File: config.mk
export PLATFORM = sky130hd
export DESIGN_NAME = height_digit_renderer
export DESIGN_NICKNAME = d
export VERILOG_FILES = /design/src/rtl/height_digit_renderer.sv
export SDC_FILE = /design/constraint.sdc
export NUM_CORES = 1
export LEC_CHECK = 0
export CAP_MARGIN = 20
export CORE_AREA = 3 3 73 75
export CTS_CLUSTER_SIZE = 30
export DETAILED_ROUTE_END_ITERATION = 12
export DIE_AREA = 0 0 76 78
export GPL_ROUTABILITY_DRIVEN = 0
export PLACE_DENSITY = 0.86
export SKIP_LAST_GASP = 1
export SLEW_MARGIN = 20
export SYNTH_ARGS = -nofsm -noshare
export SYNTH_HDL_FRONTEND = slang
export SYNTH_SLANG_ARGS = --single-unit
File: constraint.sdc
create_clock -name clk -period 4.4 [get_ports clk]
set_input_delay 1.32 -clock clk [delete_from_list [all_inputs] [get_ports clk]]
set_output_delay 1.32 -clock clk [all_outputs]
set_load 0.02 [all_outputs]
File: src/rtl/height_digit_renderer.sv
// VGA raster stage: 640x480 timing, glyph ROM addressing for a 3-digit BCD
// height field, and registered pixel/sync outputs.
module height_digit_renderer #(
   parameter int unsigned H_ACTIVE = 640,
   parameter int unsigned H_FP     = 16,
   parameter int unsigned H_SYNC   = 96,
   parameter int unsigned H_BP     = 48,
   parameter int unsigned V_ACTIVE = 480,
   parameter int unsigned V_FP     = 10,
   parameter int unsigned V_SYNC   = 2,
   parameter int unsigned V_BP     = 33,
   parameter int unsigned CLK_DIV  = 2,
   parameter int unsigned X0       = 292,
   parameter int unsigned Y0       = 232,
   parameter int unsigned LZ_BLANK = 1,
   parameter logic [5:0]  BG       = 6'b111111
) (
   input  logic        clk,
   input  logic        reset,
   input  logic [11:0] digits_in,
   output logic [4:0]  glyph_col,
   output logic [4:0]  glyph_row,
   output logic [3:0]  glyph_sel,
   input  logic [5:0]  glyph_data,
   output logic [5:0]  rgb,
   output logic        hsync,
   output logic        vsync,
   output logic        active
);

   localparam int unsigned H_TOTAL = H_ACTIVE + H_FP + H_SYNC + H_BP;
   localparam int unsigned V_TOTAL = V_ACTIVE + V_FP + V_SYNC + V_BP;
   localparam int unsigned DIV_W   = (CLK_DIV > 1) ? $clog2(CLK_DIV) : 1;
   localparam int unsigned FIELD_W = 24;
   localparam int unsigned FIELD_H = 16;

   localparam logic [DIV_W-1:0] DIV_LAST = DIV_W'(CLK_DIV - 1);
   localparam logic [9:0] H_LAST   = 10'(H_TOTAL - 1);
   localparam logic [9:0] V_LAST   = 10'(V_TOTAL - 1);
   localparam logic [9:0] H_VIS    = 10'(H_ACTIVE);
   localparam logic [9:0] V_VIS    = 10'(V_ACTIVE);
   localparam logic [9:0] HS_START = 10'(H_ACTIVE + H_FP);
   localparam logic [9:0] HS_END   = 10'(H_ACTIVE + H_FP + H_SYNC);
   localparam logic [9:0] VS_START = 10'(V_ACTIVE + V_FP);
   localparam logic [9:0] VS_END   = 10'(V_ACTIVE + V_FP + V_SYNC);
   localparam logic [9:0] FX0      = 10'(X0);
   localparam logic [9:0] FX1      = 10'(X0 + FIELD_W);
   localparam logic [9:0] FY0      = 10'(Y0);
   localparam logic [9:0] FY1      = 10'(Y0 + FIELD_H);

   logic [DIV_W-1:0] div_cnt_q, div_cnt_d;
   logic [9:0]       h_cnt_q, h_cnt_d;
   logic [9:0]       v_cnt_q, v_cnt_d;
   logic [11:0]      digits_q, digits_d;
   logic [5:0]       rgb_q, rgb_d;
   logic             hsync_q, hsync_d;
   logic             vsync_q, vsync_d;
   logic             active_q, active_d;

   logic             tick;
   logic             in_field;
   logic [4:0]       dx;
   logic [3:0]       dy;
   logic [3:0]       digit_val;
   logic             lead_zero;
   logic             blank;
   logic             show;
   logic             visible;

   assign tick = (div_cnt_q == DIV_LAST);

   // Field decode; offsets are only formed inside the field
   always_comb begin
      in_field  = (h_cnt_q >= FX0) && (h_cnt_q < FX1) &&
                  (v_cnt_q >= FY0) && (v_cnt_q < FY1);
      dx        = '0;
      dy        = '0;
      if (in_field) begin
         dx = 5'(h_cnt_q - FX0);
         dy = 4'(v_cnt_q - FY0);
      end
      digit_val = digits_q[3:0];
      lead_zero = 1'b0;
      case (dx[4:3])
         2'd0: begin
            digit_val = digits_q[11:8];
            lead_zero = (digits_q[11:8] == 4'd0);
         end
         2'd1: begin
            digit_val = digits_q[7:4];
            lead_zero = (digits_q[11:4] == 8'd0);
         end
         default: begin
            digit_val = digits_q[3:0];
            lead_zero = 1'b0;
         end
      endcase
      blank     = (digit_val > 4'd9) || ((LZ_BLANK != 0) && lead_zero);
      show      = in_field && !blank;
      visible   = (h_cnt_q < H_VIS) && (v_cnt_q < V_VIS);
      glyph_sel = show ? digit_val : 4'd0;
      glyph_col = {2'b00, dx[2:0]};
      glyph_row = {1'b0, dy};
   end

   // Next-state: counters, frame latch and pixel pipeline advance on ticks only
   always_comb begin
      div_cnt_d = tick ? '0 : div_cnt_q + DIV_W'(1);
      h_cnt_d   = h_cnt_q;
      v_cnt_d   = v_cnt_q;
      digits_d  = digits_q;
      rgb_d     = rgb_q;
      hsync_d   = hsync_q;
      vsync_d   = vsync_q;
      active_d  = active_q;
      if (tick) begin
         if (h_cnt_q == H_LAST) begin
            h_cnt_d = '0;
            if (v_cnt_q == V_LAST) begin
               v_cnt_d  = '0;
               digits_d = digits_in;
            end else begin
               v_cnt_d = v_cnt_q + 10'd1;
            end
         end else begin
            h_cnt_d = h_cnt_q + 10'd1;
         end
         hsync_d  = !((h_cnt_q >= HS_START) && (h_cnt_q < HS_END));
         vsync_d  = !((v_cnt_q >= VS_START) && (v_cnt_q < VS_END));
         active_d = visible;
         if (!visible) begin
            rgb_d = 6'd0;
         end else if (show) begin
            rgb_d = glyph_data;
         end else begin
            rgb_d = BG;
         end
      end
   end

   always_ff @(posedge clk or posedge reset) begin
      if (reset) begin
         div_cnt_q <= '0;
         h_cnt_q   <= '0;
         v_cnt_q   <= '0;
         digits_q  <= 12'h000;
         rgb_q     <= 6'd0;
         hsync_q   <= 1'b1;
         vsync_q   <= 1'b1;
         active_q  <= 1'b0;
      end else begin
         div_cnt_q <= div_cnt_d;
         h_cnt_q   <= h_cnt_d;
         v_cnt_q   <= v_cnt_d;
         digits_q  <= digits_d;
         rgb_q     <= rgb_d;
         hsync_q   <= hsync_d;
         vsync_q   <= vsync_d;
         active_q  <= active_d;
      end
   end

   assign rgb    = rgb_q;
   assign hsync  = hsync_q;
   assign vsync  = vsync_q;
   assign active = active_q;

endmodule

After elaboration in Yosys (flattened, before gate mapping)
Index checks and enable logic that the tools add are counted.
- word-level logic and storage cells: 53
- input bits: 20
- flip-flop bits (word level): 42
- add/sub/neg operators: 5
- order comparisons: 11
- equal/unequal tests: 3
- reductions and logical operators: 16
- muxes and demuxes: 10
- operators by type and width (operator ; count):
    $lt A10 B9 Y1 const B ; 3
    $add A10 B1 Y10 const B ; 2
    $eq A10 B10 Y1 const B ; 2
    $ge A10 B9 Y1 const B ; 2
    $lt A10 B10 Y1 const B ; 2
    $mux W10 ; 2
    $mux W6 ; 2
    $ge A10 B10 Y1 const B ; 1
    $ge A10 B8 Y1 const B ; 1
    $lt A10 B8 Y1 const B ; 1
    $logic_not A8 Y1 ; 1
    $mux W4 ; 2
    $pmux W4 S2 ; 1
    $logic_and A1 B1 Y1 ; 7
    $mux W5 ; 1
    $sub A5 B3 Y5 const B ; 1
    $gt A4 B4 Y1 const B ; 1
    $logic_not A4 Y1 ; 1
    $sub A4 B4 Y4 const B ; 1
    $logic_not A1 Y1 ; 3
    $reduce_and A3 Y1 ; 1
    $eq A2 B1 Y1 const B ; 1
    $logic_not A2 Y1 ; 1
    $pmux W1 S2 ; 1
    4 further kinds ; 4

Longest topological paths before layout
Gate-level depths: netlist (run 1).
- depth in word-level cells: 13
- mapped depth: 9
- depth with buffers taken out: 8

Worst setup path after synthesis (run 1)
Ideal clock, no wire load.
- path kind: register -> output
- start point: register h_cnt_q[2]
- end point: output port glyph_sel[1]
- arrival time: 2495 ps
- path buffers: 1
- stages on the path, launching flop included: 9
- path slack: 585 ps
- cell sequence: dfrtp_1 > inv_1 > ha_1 > xnor2_1 > clkbuf_1 > nand2_1 > o21ai_0 > a2bb2oi_1 > a2111oi_0
- cells in the longest elaborated chain, start to end: 12
- RTL lines (what ; line ; RTL):
    start, declared ; 52 ; logic [9:0] h_cnt_q, h_cnt_d;
    start signal, assigned ; 153 ; h_cnt_q <= h_cnt_d;
    $ge A10 B9 Y1 / $lt A10 B9 Y1 (equally long branches) ; 74 ; in_field = (h_cnt_q >= FX0) && (h_cnt_q < FX1) &&
    $logic_and A1 B1 Y1 (2 in a row) ; 74 ;
    $logic_and A1 B1 Y1 ; 75 ; (v_cnt_q >= FY0) && (v_cnt_q < FY1);
    $mux W5 ; 78 ; if (in_field) begin
    $eq A2 B1 Y1 / $logic_not A2 Y1 (equally long branches) ; 84 ; case (dx[4:3])
    $pmux W4 S2 ; 84 ;
    $gt A4 B4 Y1 ; 98 ; blank = (digit_val > 4'd9) || ((LZ_BLANK != 0) && lead_zero);
    $logic_or A1 B1 Y1 ; 98 ;
    $logic_not A1 Y1 ; 99 ; show = in_field && !blank;
    $logic_and A1 B1 Y1 ; 99 ;
    $mux W4 * ; 101 ; glyph_sel = show ? digit_val : 4'd0;
    end, declared ; 23 ; output logic [3:0] glyph_sel,
Every way passes the cells marked *; elsewhere a longest branch is shown, timed or not.

Final worst setup path (run 1)
- start point: register h_cnt_q[2]
- end point: output port glyph_sel[3]
The elaborated chain is that of the path after synthesis.

==> qor.txt, run 1 <==
Fraction of layout cells with a size suffix above 1 - 0.133
Max Fclk - 239 MHz
Post-synthesis cell type count - 52
Max VDD drop - 185 µV
Yosys reg bits - 42
Tmin final - 4.19 ns
Crit Path Max Fanout - 10
RSZ-0062 raised after global routing - false
Clk pwr share - 0.421
# setup viols final - 0
Pwr dens - 242 nW/µm²
Hold depth - 1
Comb pwr share - 0.040
Syn Area/Cell - 9.86 µm²
Die area - 5930 µm²
# fillers - 367
Vias - 1893
Worst skew pair latency - 0.30 ns
First-pass DRT Iterations - 4
Post-Syn Instances - 251
Clock skew - 0.00713 ns
# DRC - 0
WL/cell - 14.3 µm
Area Growth Syn to Fin - 19.6%
Flop pwr share - 0.540
Leak - 1.33 nW
Max Slew Vio Count - 0
Hold WC Path Type - flip-flop to flip-flop
Max-Cap Viols - 0
Logic depth of the worst setup path including buffers - 8
Antenna diodes - 0
Chip width - 76 µm
Final hold vios - 0
Tcrit/Tclk final - 0.951
Clock slew at reported path FFs - 0.08 ns
Slowest-stage cell, CP - clkdlybuf4s50_1
Die height - 78 µm
Clock Path Buffers - 2
Measured slew at the worst slew-check pin - 0.756 ns
Clock tree root driver cell - clkbuf_8
Clock Sinks - 42
Pre-CTS setup slack - 0.328 ns
Nets@finish - 312
Vias in the first global route - 1866
Cell row count - 25
Hold buffers post-CTS - 0
Number of synthesized flops with an enable pin - 0
Worst Reg-to-Reg Cells - 4
CP Launch Type - flip-flop
H-tree Lvls - 2
Switching share of total power - 0.201
Antenna-violating nets left - 0
CTS tree - built
Largest net degree at the start of global routing - 21
Worst slew margin - 0.496
CP required - 3.08 ns
CP Buf/Inv Count - 2
CTS Buf Count - 5
Post-DP HPWL - 3.72 mm
Crit path kind - flip-flop to output pin
Core Area - 4720 µm²
Sequential cell area fraction in the yosys report - 0.426
Setup Fix Bufs, Post-CTS - 0
First-pass GRT wire length - 8.57 mm
Most used DFF post-synth - dfrtp_1
Total wire length - 5.02 mm
CP delay by family, top - simple AND/OR/NAND/NOR gates
GRT Total Usage - 0.179
Port Buffer Count - 39
Status - finished clean
Starting Density - 0.524
P_sw - 0.144 mW
I/O Pins - 43
Async SR Flop Fraction - 1.00
Slowest cell delay on critical path - 0.64 ns
Initial DRC count - 99
Post-route setup slack - 0.215 ns
Total Power - 0.715 mW
Post-Syn Area - 2470 µm²
Initial antenna violation count - 0
Crit path cell chain - inv_1, ha_1, nand2b_1, o2111ai_2, nor2_1, nand2_2, nor3b_1, clkdlybuf4s50_1
CP endpoint kind - output pin
Worst EP arrival - 2.87 ns
P_int - 0.571 mW
Global route total overflow - 0
Setup TNS - 0 ns
Yosys warns - 0
Routed vias/inst - 5.38
## final cells by class
cell class / count / area [µm²] / share of cell area
clock inverter: 2 / 37.5 / 0.0127
tap: 67 / 83.8 / 0.0283
clock buffer: 6 / 72.6 / 0.0245
inverter: 8 / 30.0 / 0.0101
sequential: 42 / 1050 / 0.356
timing repair buffer: 42 / 420 / 0.142
multi-input combinational: 185 / 1260 / 0.426
## registers in the layout (all words and copies together) (netlist names)
signal / flops
h_cnt_q: 10
digits_q: 12
active: 1
v_cnt_q: 10
div_cnt_q: 1
vsync: 1
hsync: 1
rgb: 6
## kinds of logic (layout without fill, tap and decap cells)
family          Yosys count  count (layout)  synth area share
xor+xnor                 16              16            0.0566
simple gates            111             111             0.248
other cells               1               3           0.00152
fa+ha+maj                 8               8            0.0404
buf+inv                  26              58            0.0723
flops                    42              42             0.426
compound gates           34              34            0.0844
mux                      13              13            0.0713
## layout by cell type, fill, tap and decap left out, types with 3 or more instances in the layout
master / n
dfrtp_1: 40
clkdlybuf4s50_1: 36
nor2_1: 31
nand2_1: 21
nor3_1: 13
a21oi_1: 12
xnor2_1: 10
o21ai_0: 10
mux2_4: 8
inv_1: 8
ha_1: 8
nor2b_1: 7
nand3_1: 6
xor2_1: 6
nand4_1: 5
mux2_2: 5
clkbuf_8: 5
and4_1: 3
nand2_2: 3
nor4_1: 3
conb_1: 3
dlymetal6s2s_1: 3
buf_4: 3
## per-layer routing
metal | vias up | GRT usage | share of wire
met5 | - | 0 | 0
met4 | 0 | 0.0652 | 0.016
met3 | 7 | 0.0476 | 0.048
met2 | 49 | 0.305 | 0.49
met1 | 912 | 0.218 | 0.45
li1 | 925 | - | -
## power groups by stage
stage / Sequential, mW / Combinational (mW) / Clock, mW
after floorplan: 0.393 / 0.0102 / 0
after global placement: 0.393 / 0.0285 / 0
after detailed placement: 0.393 / 0.0289 / 0
after CTS: 0.386 / 0.0290 / 0.308
after global routing: 0.386 / 0.0312 / 0.319
final: 0.386 / 0.0285 / 0.301
## worst paths after layout
kind / startpoint / end / slack [ns]
min reg2reg: active / active / 0.49
min: active / active / 0.49
min in group asynchronous: reset / rgb[4] / 1.45
max reg2reg: div_cnt_q / digits_q[9] / 1.72
max: h_cnt_q[2] / glyph_sel[3] / 0.21
max in group asynchronous: reset / vsync / 2.21
## what timing repair did
item	in CTS	in global routing
pin swaps	0	0
endpoints found under the setup margin	1	4
resized for setup	1	6
## synthesized netlist by cell type (all sizes together) (2+ instances only)
| cell type | count | area [µm²] |
|---|---|---|
| nand2b | 2 | 12.5 |
| inv | 8 | 30.0 |
| dfrtp | 40 | 1000 |
| mux2 | 13 | 176 |
| nor2b | 7 | 43.8 |
| a2111oi | 2 | 17.5 |
| nand4 | 5 | 31.3 |
| xor2 | 6 | 52.6 |
| dfstp | 2 | 52.6 |
| o21ai | 10 | 50.1 |
| a211oi | 2 | 15.0 |
| a21oi | 12 | 60.1 |
| and4 | 4 | 36.3 |
| nor2 | 31 | 116 |
| buf | 15 | 128 |
| nor3b | 2 | 20.0 |
| nor4 | 4 | 40.0 |
| or2 | 2 | 12.5 |
| nor3 | 13 | 65.1 |
| and2 | 3 | 18.8 |
| o22ai | 2 | 12.5 |
| xnor2 | 10 | 87.6 |
| nand2 | 24 | 95.1 |
| clkbuf | 3 | 21.3 |
| ha | 8 | 100 |
| nand3 | 6 | 30.0 |
| and3 | 2 | 12.5 |
## metrics by stage
stage	utilization	area [µm²]	hold WS (ns)	cells
floorplan	-	2480	0.476	253
detailed placement	0.599	2830	0.476	344
finish	0.626	2960	0.486	352
global route	0.626	2960	0.509	352
CTS	0.623	2940	0.494	352
global placement	0.599	2830	0.466	344
Note: power is estimated with default switching activity, not from simulation.
==> run 2: changes to the inputs <==
- PLACE_DENSITY: 0.86 -> 0.87
- TNS_END_PERCENT: unset -> 5
==> qor.txt, run 2 (synthesis results as in run 1) <==
Reg-to-Reg End - digits_q[11] (was digits_q[9])
Max VDD drop - 188 µV (was 185 µV)
CP Buf/Inv Count - 2 (unchanged)
Antenna diodes - 0 (unchanged)
Tmin final - 4.26 ns (was 4.19 ns)
I/O Pins - 43 (unchanged)
Tcrit/Tclk final - 0.969 (was 0.951)
Total wire length - 5.19 mm (was 5.02 mm)
Post-route setup slack - 0.138 ns (was 0.215 ns)
Max Slew Vio Count - 0 (unchanged)
Worst Reg-to-Reg Cells - 4 (unchanged)
Clock Sinks - 42 (unchanged)
Hold WC Path Type - flip-flop to flip-flop (unchanged)
Worst slew margin - 0.484 (was 0.496)
Status - finished clean (unchanged)
Pre-CTS setup slack - 0.257 ns (was 0.328 ns)
Max-Cap Viols - 0 (unchanged)
Worst skew pair latency - 0.29 ns (was 0.30 ns)
Crit path kind - flip-flop to output pin (unchanged)
Most frequent cells in the layout - 40 x dfrtp_1, 38 x clkdlybuf4s50_1, 30 x nor2_1 (was 40 x dfrtp_1, 36 x clkdlybuf4s50_1, 31 x nor2_1)
RR Startpoint - div_cnt_q (unchanged)
Antenna-violating nets left - 0 (unchanged)
Max Fclk - 235 MHz (was 239 MHz)
Final core occ - 0.626 (about the same)
First-pass GRT wire length - 8.85 mm (was 8.57 mm)
Setup TNS - 0 ns (unchanged)
Post-DP HPWL - 3.76 mm (was 3.72 mm)
Clock slew at reported path FFs - 0.08 ns (about the same)
Die area - 5930 µm² (unchanged)
Largest net degree at the start of global routing - 21 (unchanged)
Commonest non-fill, non-tap cell in the layout - dfrtp_1 (unchanged)
Cell row count - 25 (unchanged)
Slowest cell delay on critical path - 0.68 ns (was 0.64 ns)
Worst EP arrival - 2.94 ns (was 2.87 ns)
Top Registers - digits_q (12), h_cnt_q (10), v_cnt_q (10) (unchanged)
Initial DRC count - 139 (was 99)
Leak - 1.29 nW (was 1.33 nW)
Core Area - 4720 µm² (unchanged)
Measured slew at the worst slew-check pin - 0.773 ns (was 0.756 ns)
Vias in the first global route - 1896 (was 1866)
Total Power - 0.715 mW (about the same)
Routed vias/inst - 5.41 (was 5.38)
Slowest-stage cell, CP - clkdlybuf4s50_1 (unchanged)
Largest Register - digits_q (unchanged)
# setup viols final - 0 (unchanged)
Crit path cell chain - inv_1, ha_1, nand2b_1, o2111ai_2, nor2_2, nand2_2, a2111oi_1, clkdlybuf4s50_1 (was inv_1, ha_1, nand2b_1, o2111ai_2, nor2_1, nand2_2, nor3b_1, clkdlybuf4s50_1)
Logic depth of the worst setup path including buffers - 8 (unchanged)
Area of all placed cells without fillers - 2960 µm² (about the same)
Chip width - 76 µm (unchanged)
Origin of the worst setup path - h_cnt_q[2] (unchanged)
Global route total overflow - 0 (unchanged)
Minimum hold slack - 0.482 ns (was 0.486 ns)
H-tree Lvls - 2 (unchanged)
Starting Density - 0.524 (unchanged)
Placed instance area - 2830 µm² (unchanged)
Fraction of layout cells with a size suffix above 1 - 0.137 (was 0.133)
Port Buffer Count - 39 (unchanged)
WL/cell - 14.7 µm (was 14.3 µm)
CTS Buf Count - 5 (unchanged)
GRT Total Usage - 0.185 (was 0.179)
RSZ-0062 raised after global routing - true (was false)
First-pass DRT Iterations - 4 (unchanged)
Critical Path End - glyph_sel[2] (was glyph_sel[3])
Initial antenna violation count - 0 (unchanged)
Area Growth Syn to Fin - 19.4% (was 19.6%)
Vias - 1905 (was 1893)
CTS tree - built (unchanged)
Fin cells - 352 (unchanged)
Final hold vios - 0 (unchanged)
Clock Path Buffers - 2 (unchanged)
CP Launch Type - flip-flop (unchanged)
# DRC - 0 (unchanged)
Placed cell count - 344 (unchanged)
R2R Setup Slk - 1.67 ns (was 1.72 ns)
Largest register FFs - 12 (unchanged)
Die height - 78 µm (unchanged)
Clock skew - 0.00411 ns (was 0.00713 ns)
Nets@finish - 312 (unchanged)
CP endpoint kind - output pin (unchanged)
Clock tree root driver cell - clkbuf_8 (unchanged)
CP delay by family, top - buffers and inverters (was simple AND/OR/NAND/NOR gates)
CP required - 3.08 ns (about the same)
Pwr dens - 242 nW/µm² (about the same)
Crit Path Max Fanout - 10 (unchanged)
## run 2: cell types whose count changed in the layout (fill, tap and decap cells not counted), sizes merged
cell           before  now
clkdlybuf4s50      36   38
dlymetal6s2s        3    1
## run 2: how the worst min path moves through the flow
| stage | slack [ns] | cells past startpoint | from | endpoint |
|---|---|---|---|---|
| floorplan | 0.48 | 1 | digits_q[0] | digits_q[0] |
| global placement | 0.47 | 1 | active | active |
| detailed placement | 0.47 | 1 | active | active |
| CTS | 0.49 | 1 | active | active |
| global route | 0.51 | 1 | active | active |
| finish | 0.48 | 1 | active | active |
## run 2: repair_timing
| action | in CTS | in global routing |
|---|---|---|
| buffers inserted | 0 | 0 |
| resized for setup | 2 | 3 |
| hold buffers | 0 | 0 |
| endpoints found under the setup margin | 1 | 4 |
| cloned | 0 | 0 |
## run 2: per-layer routing
layer,routed length (µm),global-route usage,up-vias,part of all wire
li1,-,-,920,-
met1,2270,0.230,916,0.44
met2,2620,0.320,58,0.50
met3,182,0.0290,11,0.035
met4,119,0.0815,0,0.023
met5,0,0,-,0
## run 2: cell type report
cell class                      instances  area, µm²
Clock buffer                            6       72.6
Sequential cell                        42       1050
Timing Repair Buffer                   42        415
Tap cell                               67       83.8
Inverter                                8       30.0
Clock inverter                          2       37.5
Fill cell                             365       1770
Multi-Input combinational cell        185       1260
## run 2: worst reg2reg max path, cell delays in order (launching register included)
cell	delay (ns)
dfrtp_1	0.74
and4_1	0.41
and4_2	0.39
and2_1	0.67
mux2_2	0.42
## run 2: where the power goes
part           switching, mW  internal, mW  total [mW]
Clock                  0.131         0.169       0.301
Sequential                 0         0.386       0.386
Combinational         0.0127        0.0160      0.0288
